$ cat src/rtl/mem_bist_pkg.sv
// Shared constants, state/phase types and the test-pattern generator for the
// 32 x 8 memory BIST sequencer and its bench.
package mem_bist_pkg;

    localparam int unsigned ADDR_W = 5;
    localparam int unsigned DATA_W = 8;
    localparam int unsigned DEPTH  = 2 ** ADDR_W;
    localparam int unsigned ERR_W  = 8;
    localparam int unsigned NUM_PH = 3;

    typedef enum logic [2:0] {
        IDLE,
        WR,
        RD,
        WAIT,
        NEXT_PH,
        DONE
    } bist_state_t;

    typedef enum logic [1:0] {
        PH_CLEAR,
        PH_ADDR,
        PH_CHKR
    } bist_phase_t;

    function automatic logic [DATA_W-1:0] bist_pattern(input bist_phase_t phase,
                                                       input logic [ADDR_W-1:0] addr);
        case (phase)
            PH_CLEAR: return '0;
            PH_ADDR:  return DATA_W'(addr);
            PH_CHKR:  return addr[0] ? DATA_W'(8'hAA) : DATA_W'(8'h55);
            default:  return '0;
        endcase
    endfunction

    // Lowest enabled phase in the mask; caller guarantees mask != 0.
    function automatic bist_phase_t lowest_phase(input logic [NUM_PH-1:0] mask);
        if (mask[0]) return PH_CLEAR;
        if (mask[1]) return PH_ADDR;
        return PH_CHKR;
    endfunction

    function automatic logic [NUM_PH-1:0] phase_bit(input bist_phase_t phase);
        case (phase)
            PH_CLEAR: return NUM_PH'(3'b001);
            PH_ADDR:  return NUM_PH'(3'b010);
            default:  return NUM_PH'(3'b100);
        endcase
    endfunction

endpackage

$ cat src/rtl/mem_bist_ctrl.sv
// Memory BIST sequencer: write-then-read-back passes over the whole memory for
// each enabled phase, counting mismatches and latching the first failing address.
module mem_bist_ctrl
    import mem_bist_pkg::*;
#(
    parameter int unsigned RD_LATENCY = 1
) (
    input  logic              clk,
    input  logic              rst,
    input  logic              start,
    input  logic [2:0]        phase_en,
    output logic [ADDR_W-1:0] mem_addr,
    output logic [DATA_W-1:0] mem_data_in,
    input  logic [DATA_W-1:0] mem_data_out,
    output logic              mem_write,
    output logic              mem_read,
    output logic              busy,
    output logic              done,
    output logic              pass,
    output logic [ERR_W-1:0]  err_count,
    output logic              first_err_valid,
    output logic [ADDR_W-1:0] first_err_addr
);

    localparam int unsigned LAT_W = 3;
    localparam logic [ADDR_W-1:0] LAST_ADDR = ADDR_W'(DEPTH - 1);
    localparam logic [LAT_W-1:0]  LAT_LAST  = LAT_W'(RD_LATENCY - 1);

    bist_state_t       state, state_nxt;
    bist_phase_t       phase, phase_nxt;
    logic [NUM_PH-1:0] pending, pending_nxt;
    logic [ADDR_W-1:0] addr, addr_nxt;
    logic [LAT_W-1:0]  lat_cnt, lat_nxt;
    logic              mismatch;

    logic [ADDR_W-1:0] mem_addr_nxt;
    logic [DATA_W-1:0] mem_data_in_nxt;
    logic              mem_write_nxt, mem_read_nxt, busy_nxt, done_nxt, pass_nxt;
    logic [ERR_W-1:0]  err_nxt;
    logic              fev_nxt;
    logic [ADDR_W-1:0] fea_nxt;

    // State, counters and all outputs are registered from their next values.
    always_ff @(posedge clk) begin
        if (rst) begin
            state           <= IDLE;
            phase           <= PH_CLEAR;
            pending         <= '0;
            addr            <= '0;
            lat_cnt         <= '0;
            mem_addr        <= '0;
            mem_data_in     <= '0;
            mem_write       <= 1'b0;
            mem_read        <= 1'b0;
            busy            <= 1'b0;
            done            <= 1'b0;
            pass            <= 1'b0;
            err_count       <= '0;
            first_err_valid <= 1'b0;
            first_err_addr  <= '0;
        end else begin
            state           <= state_nxt;
            phase           <= phase_nxt;
            pending         <= pending_nxt;
            addr            <= addr_nxt;
            lat_cnt         <= lat_nxt;
            mem_addr        <= mem_addr_nxt;
            mem_data_in     <= mem_data_in_nxt;
            mem_write       <= mem_write_nxt;
            mem_read        <= mem_read_nxt;
            busy            <= busy_nxt;
            done            <= done_nxt;
            pass            <= pass_nxt;
            err_count       <= err_nxt;
            first_err_valid <= fev_nxt;
            first_err_addr  <= fea_nxt;
        end
    end

    always_comb begin
        state_nxt   = state;
        phase_nxt   = phase;
        pending_nxt = pending;
        addr_nxt    = addr;
        lat_nxt     = lat_cnt;
        err_nxt     = err_count;
        fev_nxt     = first_err_valid;
        fea_nxt     = first_err_addr;
        done_nxt    = done;
        pass_nxt    = pass;
        mismatch    = (mem_data_out != bist_pattern(phase, addr));

        case (state)
            IDLE, DONE: begin
                state_nxt = IDLE;
                if (start) begin
                    addr_nxt = '0;
                    lat_nxt  = '0;
                    err_nxt  = '0;
                    fev_nxt  = 1'b0;
                    fea_nxt  = '0;
                    done_nxt = 1'b0;
                    pass_nxt = 1'b0;
                    if (phase_en != '0) begin
                        phase_nxt   = lowest_phase(phase_en);
                        pending_nxt = phase_en & ~phase_bit(phase_nxt);
                        state_nxt   = WR;
                    end else begin
                        pending_nxt = '0;
                        state_nxt   = DONE;
                    end
                end
            end
            WR: begin
                addr_nxt = addr + ADDR_W'(1);
                if (addr == LAST_ADDR) state_nxt = RD;
            end
            RD: begin
                lat_nxt   = '0;
                state_nxt = WAIT;
            end
            WAIT: begin
                // Read data is only valid in the last latency cycle.
                if (lat_cnt == LAT_LAST) begin
                    if (mismatch) begin
                        if (err_count != '1) err_nxt = err_count + ERR_W'(1);
                        if (!first_err_valid) begin
                            fev_nxt = 1'b1;
                            fea_nxt = addr;
                        end
                    end
                    addr_nxt  = addr + ADDR_W'(1);
                    state_nxt = (addr == LAST_ADDR) ? NEXT_PH : RD;
                end else begin
                    lat_nxt = lat_cnt + LAT_W'(1);
                end
            end
            NEXT_PH: begin
                if (pending != '0) begin
                    phase_nxt   = lowest_phase(pending);
                    pending_nxt = pending & ~phase_bit(phase_nxt);
                    state_nxt   = WR;
                end else begin
                    state_nxt = DONE;
                end
            end
            default: state_nxt = IDLE;
        endcase

        if (state_nxt == DONE) begin
            done_nxt = 1'b1;
            pass_nxt = (err_nxt == '0);
        end

        busy_nxt        = (state_nxt != IDLE) && (state_nxt != DONE);
        mem_write_nxt   = (state_nxt == WR);
        mem_read_nxt    = (state_nxt == RD);
        mem_addr_nxt    = (mem_write_nxt || mem_read_nxt) ? addr_nxt : '0;
        mem_data_in_nxt = mem_write_nxt ? bist_pattern(phase_nxt, addr_nxt) : '0;
    end

endmodule

$ cat config.mk
export PLATFORM = sky130hd
export DESIGN_NAME = mem_bist_ctrl
export DESIGN_NICKNAME = d
export VERILOG_FILES = /design/src/rtl/mem_bist_pkg.sv /design/src/rtl/mem_bist_ctrl.sv
export SDC_FILE = /design/constraint.sdc
export NUM_CORES = 1
export LEC_CHECK = 0
export BUFFER_PORTS_ARGS = -buffer_cell sky130_fd_sc_hd__buf_2
export CAP_MARGIN = 20
export CORE_MARGIN = 4
export CORE_UTILIZATION = 55
export DETAILED_ROUTE_END_ITERATION = 10
export PLACE_DENSITY = 0.8
export SLEW_MARGIN = 20
export SYNTH_ARGS = -nofsm -noshare
export SYNTH_HDL_FRONTEND = slang
export SYNTH_SLANG_ARGS = --single-unit
$ cat constraint.sdc
create_clock -name clk -period 3.2 [get_ports clk]
set_clock_uncertainty 0.2 [all_clocks]
set_input_delay 0.64 -clock clk [delete_from_list [all_inputs] [get_ports clk]]
set_output_delay 0.64 -clock clk [all_outputs]
set_load 0.005 [all_outputs]
After elaboration in Yosys (flattened, before gate mapping)

Index checks and enable logic that the tools add are counted.

Output and inout bits: 32
Input port bits: 14
Flip-flop bits (word level): 48
Logic and storage cells: 149

Bitwise operators: 6
Add/sub/neg operators: 3
Reduce and logical (&&, ||, !) cells: 23
Mux-type cells: 78
Eq/ne operators: 24

Operators by type and width:

| cell                                           | count |
|---|---|
| two-way mux 3 bit                              | 16 |
| two-way mux 8 bit                              | 6 |
| one-hot mux 8 bit (2 select lines)             | 3 |
| two-way mux 2 bit                              | 16 |
| two-way mux 5 bit                              | 6 |
| two-way mux 1 bit                              | 22 |
| one-hot mux 3 bit (2 select lines)             | 3 |
| one-hot mux 3 bit (5 select lines)             | 1 |
| one-hot mux 5 bit (3 select lines)             | 1 |
| inequality test 2 bit (second input constant)  | 6 |
| nonzero test 3 bit                             | 4 |
| one-hot mux 5 bit (2 select lines)             | 1 |
| == test 3 x 2 -> 1 bit (second input constant) | 3 |
| == test 3 bit (second input constant)          | 3 |
| one-hot mux 3 bit (3 select lines)             | 1 |
| adder 8 x 1 -> 8 bit (second input constant)   | 1 |
| == test 2 x 1 -> 1 bit (second input constant) | 4 |
| zero test 8 bit                                | 1 |
| inequality test 8 bit                          | 1 |
| inequality test 8 bit (second input constant)  | 1 |
| nonzero test 2 bit                             | 4 |
| bitwise AND 3 bit                              | 2 |
| == test 3 x 1 -> 1 bit (second input constant) | 2 |
| zero test 3 bit                                | 2 |
| other kinds (17)                               | 24 |

Depth between registers and ports, before layout

Word-level depth: 23
Depth in mapped cells: 11
Depth with buffers taken out: 11

Worst setup path before layout

Ideal clock, no wire load.

Path kind: input -> register
Start: in mem_data_out[5]
End: reg pass
Setup slack: 0.570 ns
Arrival time: 2.361 ns
Data required time: 2.931 ns
Cell stages on the path: 7
Path buffers: 0
Cells stage by stage: or4_4 -> a211oi_2 -> nand4_2 -> a31oi_1 -> a211oi_1 -> or4_1 -> o21ai_1

Longest elaborated chain between the ends: 6

RTL lines:

| what                               | RTL line             | text |
|---|---|---|
| from (decl)                        | mem_bist_ctrl.sv:14  | `input logic [DATA_W-1:0] mem_data_out,` |
| inequality test 8 bit              | mem_bist_ctrl.sv:91  | `mismatch = (mem_data_out != bist_pattern(phase, addr));` |
| two-way mux 8 bit                  | mem_bist_ctrl.sv:125 | `if (mismatch) begin` |
| two-way mux 8 bit                  | mem_bist_ctrl.sv:124 | `if (lat_cnt == LAT_LAST) begin` |
| one-hot mux 8 bit (2 select lines) | mem_bist_ctrl.sv:93  | `case (state)` |
| zero test 8 bit                    | mem_bist_ctrl.sv:152 | `pass_nxt = (err_nxt == '0);` |
| two-way mux 1 bit                  | mem_bist_ctrl.sv:150 | `if (state_nxt == DONE) begin` |
| to (signal assigned)               | mem_bist_ctrl.sv:73  | `pass <= pass_nxt;` |
| to (decl)                          | mem_bist_ctrl.sv:19  | `output logic pass,` |

Every way passes these cells.
A chain may end at the register's enable or synchronous reset.

Final worst setup path

Start: reg phase[0]
End: reg pass

Longest elaborated chain between the ends: 8

RTL lines:

| what                                                           | RTL line             | text |
|---|---|---|
| from (decl)                                                    | mem_bist_ctrl.sv:30  | `bist_phase_t phase, phase_nxt;` |
| from (signal assigned)                                         | mem_bist_ctrl.sv:63  | `phase <= phase_nxt;` |
| == test 2 bit / == test 2 x 1 -> 1 bit (equally long branches) | mem_bist_pkg.sv:28   | `case (phase)` |
| one-hot mux 8 bit (2 select lines) (*)                         | mem_bist_pkg.sv:28   |  |
| inequality test 8 bit (*)                                      | mem_bist_ctrl.sv:91  |  |
| two-way mux 8 bit (*)                                          | mem_bist_ctrl.sv:125 |  |
| two-way mux 8 bit (*)                                          | mem_bist_ctrl.sv:124 |  |
| one-hot mux 8 bit (2 select lines) (*)                         | mem_bist_ctrl.sv:93  |  |
| zero test 8 bit (*)                                            | mem_bist_ctrl.sv:152 |  |
| two-way mux 1 bit (*)                                          | mem_bist_ctrl.sv:150 |  |

Every way passes the cells marked *; elsewhere a longest branch is shown, timed or not.

==> impl_results.md <==
- Prevailing post-synth register cell: dfxtp_1
- Seq pwr share: 56.8%
- Net count after synthesis: 327
- Global Route Usage Sum: 21.5%
- P_int: 0.793 mW
- Clk sink count: 47
- Async S/R FF share, synth: 0%
- Largest net degree at the start of global routing: 34
- Synth top area cells: dfxtp_1 39%, a21oi_1 5.8%, nor2_1 5.7%
- Crit path arrival time: 2.94 ns
- Post-DP HPWL: 4150 um
- Unrepaired setup endpoints after global routing: no
- Filler Cell Count: 371
- Peak supply drop: 0.220 mV
- Outcome: completed
- Crit path launch: phase[0]
- Post-synth EDFFs: 0
- Worst Hold Launch: first_err_addr[2]
- Vias: 2,303
- Tcrit/Tclk final: 91.1%
- Routed len/inst: 13.8 um
- Ant. Diodes: 0
- Crit. End Element: flip-flop
- Crit-path max FO: 6
- Area share of the largest cell type after synthesis: 38.8%
- Setup bufs post-CTS: 0
- Sw Share: 25.4%
- DR iter-0 viols: 185
- Max-Cap Viols: 0
- Clk network pwr share: 31.6%
- Number of distinct library cells after synthesis: 54
- Net switching power: 0.270 mW
- Final Hold Fails: 0
- Hold Slack: 0.254 ns
- Total core area: 4140 sq um
- CP cell instances: inv_1 > ha_1 > or4_4 > a211oi_2 > nand4_2 > a31oi_1 > a211oi_1 > or4_1 > o21ai_1
- Routability cong.: 0.880
- Initial core utilization: 58.6%
- Rel. slew slack: 59.5%
- Post-Route WL: 5470 um
- Slew Viols, Final: 0
- CTS-repair resized insts: 0
- Syn avg cell area: 7.98 sq um
- Full die area: 5540 sq um
- IO Pins: 46
- IO buf count: 45
- Least-Margin Pin Slew: 0.601 ns
- Mapped Area: 2430 sq um
- Top-count cell post-synth: dfxtp_1
- First-pass GRT wire length: 9370 um
- Final setup violating endpoints: 0
- H-tree levels: 2
- Clk Latency, worst-skew pair: 0.29 ns
- Die extent in x: 74.4 um
- Layout Nets: 369
- GRT Residual Overflow: 0
- Yosys reg bits: 47
- Pwr dens: 384 nW/um^2
- Worst path slowest cell: or4_4
- Startpoint Class: flip-flop
- TritonCTS clock tree: built
- Initial antenna violation count: 0
- Share of total power in combinational logic: 11.6%
- Slowest stage delay, CP: 0.55 ns
- Area Overhead vs Synth: 13.9%
- Layout cell share with drive strength beyond 1: 19.9%
- Sequential fraction of the synthesis area: 38.8%
- TritonCTS Buffers: 5
- Crit Path Class: flip-flop to flip-flop
- WP data required: 3.23 ns
- # hold bufs at CTS: 0
- Commonest cells in the netlist: 47 x dfxtp_1, 37 x nor2_1, 33 x nand2_1
- Syn Inst Count: 304
- Longest Clk Path Bufs: 2
- Via/cell ratio: 5.82
- Pleak: 1.18 nW
- Hold Path Class: flip-flop to flip-flop
- FP Rows: 23
- Clk slew on worst S/H paths: 0.08 ns
- Fmax: 0.343 GHz
- DRC: 0
- Post-route ant nets: 0
- Total power: 1.06 mW
- Post-route setup TNS: 0 ns
- Root Buffer: clkbuf_8
- Reg-to-reg startpoint: phase[0]
- Drt first pass iters: 4
- Area leader, netlist: dfxtp_1
- Crit path time final: 2.92 ns
- Synthesis warning total: 0
- Vias in the first global route: 2,176
- Chip Height: 74.4 um
## cells by family (layout without fill, tap and decap cells)
kind of cell	count (synthesis)	in the layout	synth area share, %
and+or+nand+nor	143	143	30.2
AOI/OAI and AO/OA	71	71	18.6
DFF	47	47	38.8
buffers and inverters	26	68	4.59
adders and majority gates	9	9	4.64
muxes	5	5	2.16
xor gates and xnor gates	3	3	1.08
## sequential cells by signal (all words and copies together) (netlist names), 2 cells and up
| signal | cells |
|---|---|
| err_count | 8 |
| phase | 2 |
| pending | 3 |
| state | 3 |
| first_err_addr | 5 |
| mem_data_in | 7 |
| addr | 5 |
| mem_addr | 5 |
| lat_cnt | 3 |
## layout by cell type (no fill, tap or decap), types with 2 or more instances in the layout
master	n
buf_4	5
dfxtp_1	47
ha_1	9
a21oi_1	28
nand4_1	3
nor3_1	10
a21o_1	4
o21a_1	3
nand3b_1	3
nor2_1	37
clkbuf_8	5
nand3_1	14
mux2i_1	3
a211oi_1	3
a22oi_1	6
nor2b_1	8
o211ai_1	3
o21ai_0	11
buf_2	45
xnor2_1	3
inv_1	10
o21ai_1	2
and3_1	3
nand4_2	2
nand2_1	33
and2_1	4
nand2b_1	13
a31oi_1	3
## worst paths after layout
check,endpoint,slack (ns),cells after the start
max reg2reg,pass,0.28,9
max,pass,0.28,9
min,first_err_addr[2],0.25,2
min reg2reg,first_err_addr[2],0.25,2
## cell type report
cell class	count	area, sq um	area share, %
tap	50	62.6	2.26
multi-input combinational	231	1380	49.7
timing repair buffer	50	263	9.50
clock inverter	2	13.8	0.498
sequential	47	941	34.0
clock buffer	5	68.8	2.49
inverter	11	41.3	1.49
## power groups by stage
stage	clock network (mW)	registers, mW	logic, mW
2_1_floorplan	0	0.614	0.0851
3_3_place_gp	0	0.617	0.120
3_5_place_dp	0	0.617	0.123
4_1_cts	0.349	0.603	0.124
5_1_grt	0.365	0.605	0.140
6_report	0.336	0.603	0.123
## per-stage QoR
step / utilization (%) / setup WS [ns] / instances / area [sq um]
after floorplan: - / 0.570 / 304 / 2430
after global routing: 66.7 / 0.108 / 396 / 2770
after global placement: 64.7 / 0.318 / 389 / 2680
after detailed placement: 64.7 / 0.243 / 389 / 2680
final: 66.7 / 0.283 / 396 / 2770
after CTS: 66.7 / 0.274 / 396 / 2770
## routing by layer
layer	share of wire, %	vias to the layer above	global-route usage, %
met1	43	1066	27.5
li1	-	1152	-
met2	48	78	36.9
met5	0	-	0
met3	7.1	7	3.24
met4	1.3	0	7.11
## worst max-delay path, delay by kind of cell, from the launching register on
kind	cells	cell delay [ns]
AO/OA/AOI/OAI	4	0.71
buffers and inverters	1	0.06
flip-flops	1	0.34
adder cells (fa/ha/maj)	1	0.26
AND/OR/NAND/NOR	3	1.30
Power figures use the tool's default switching activity.
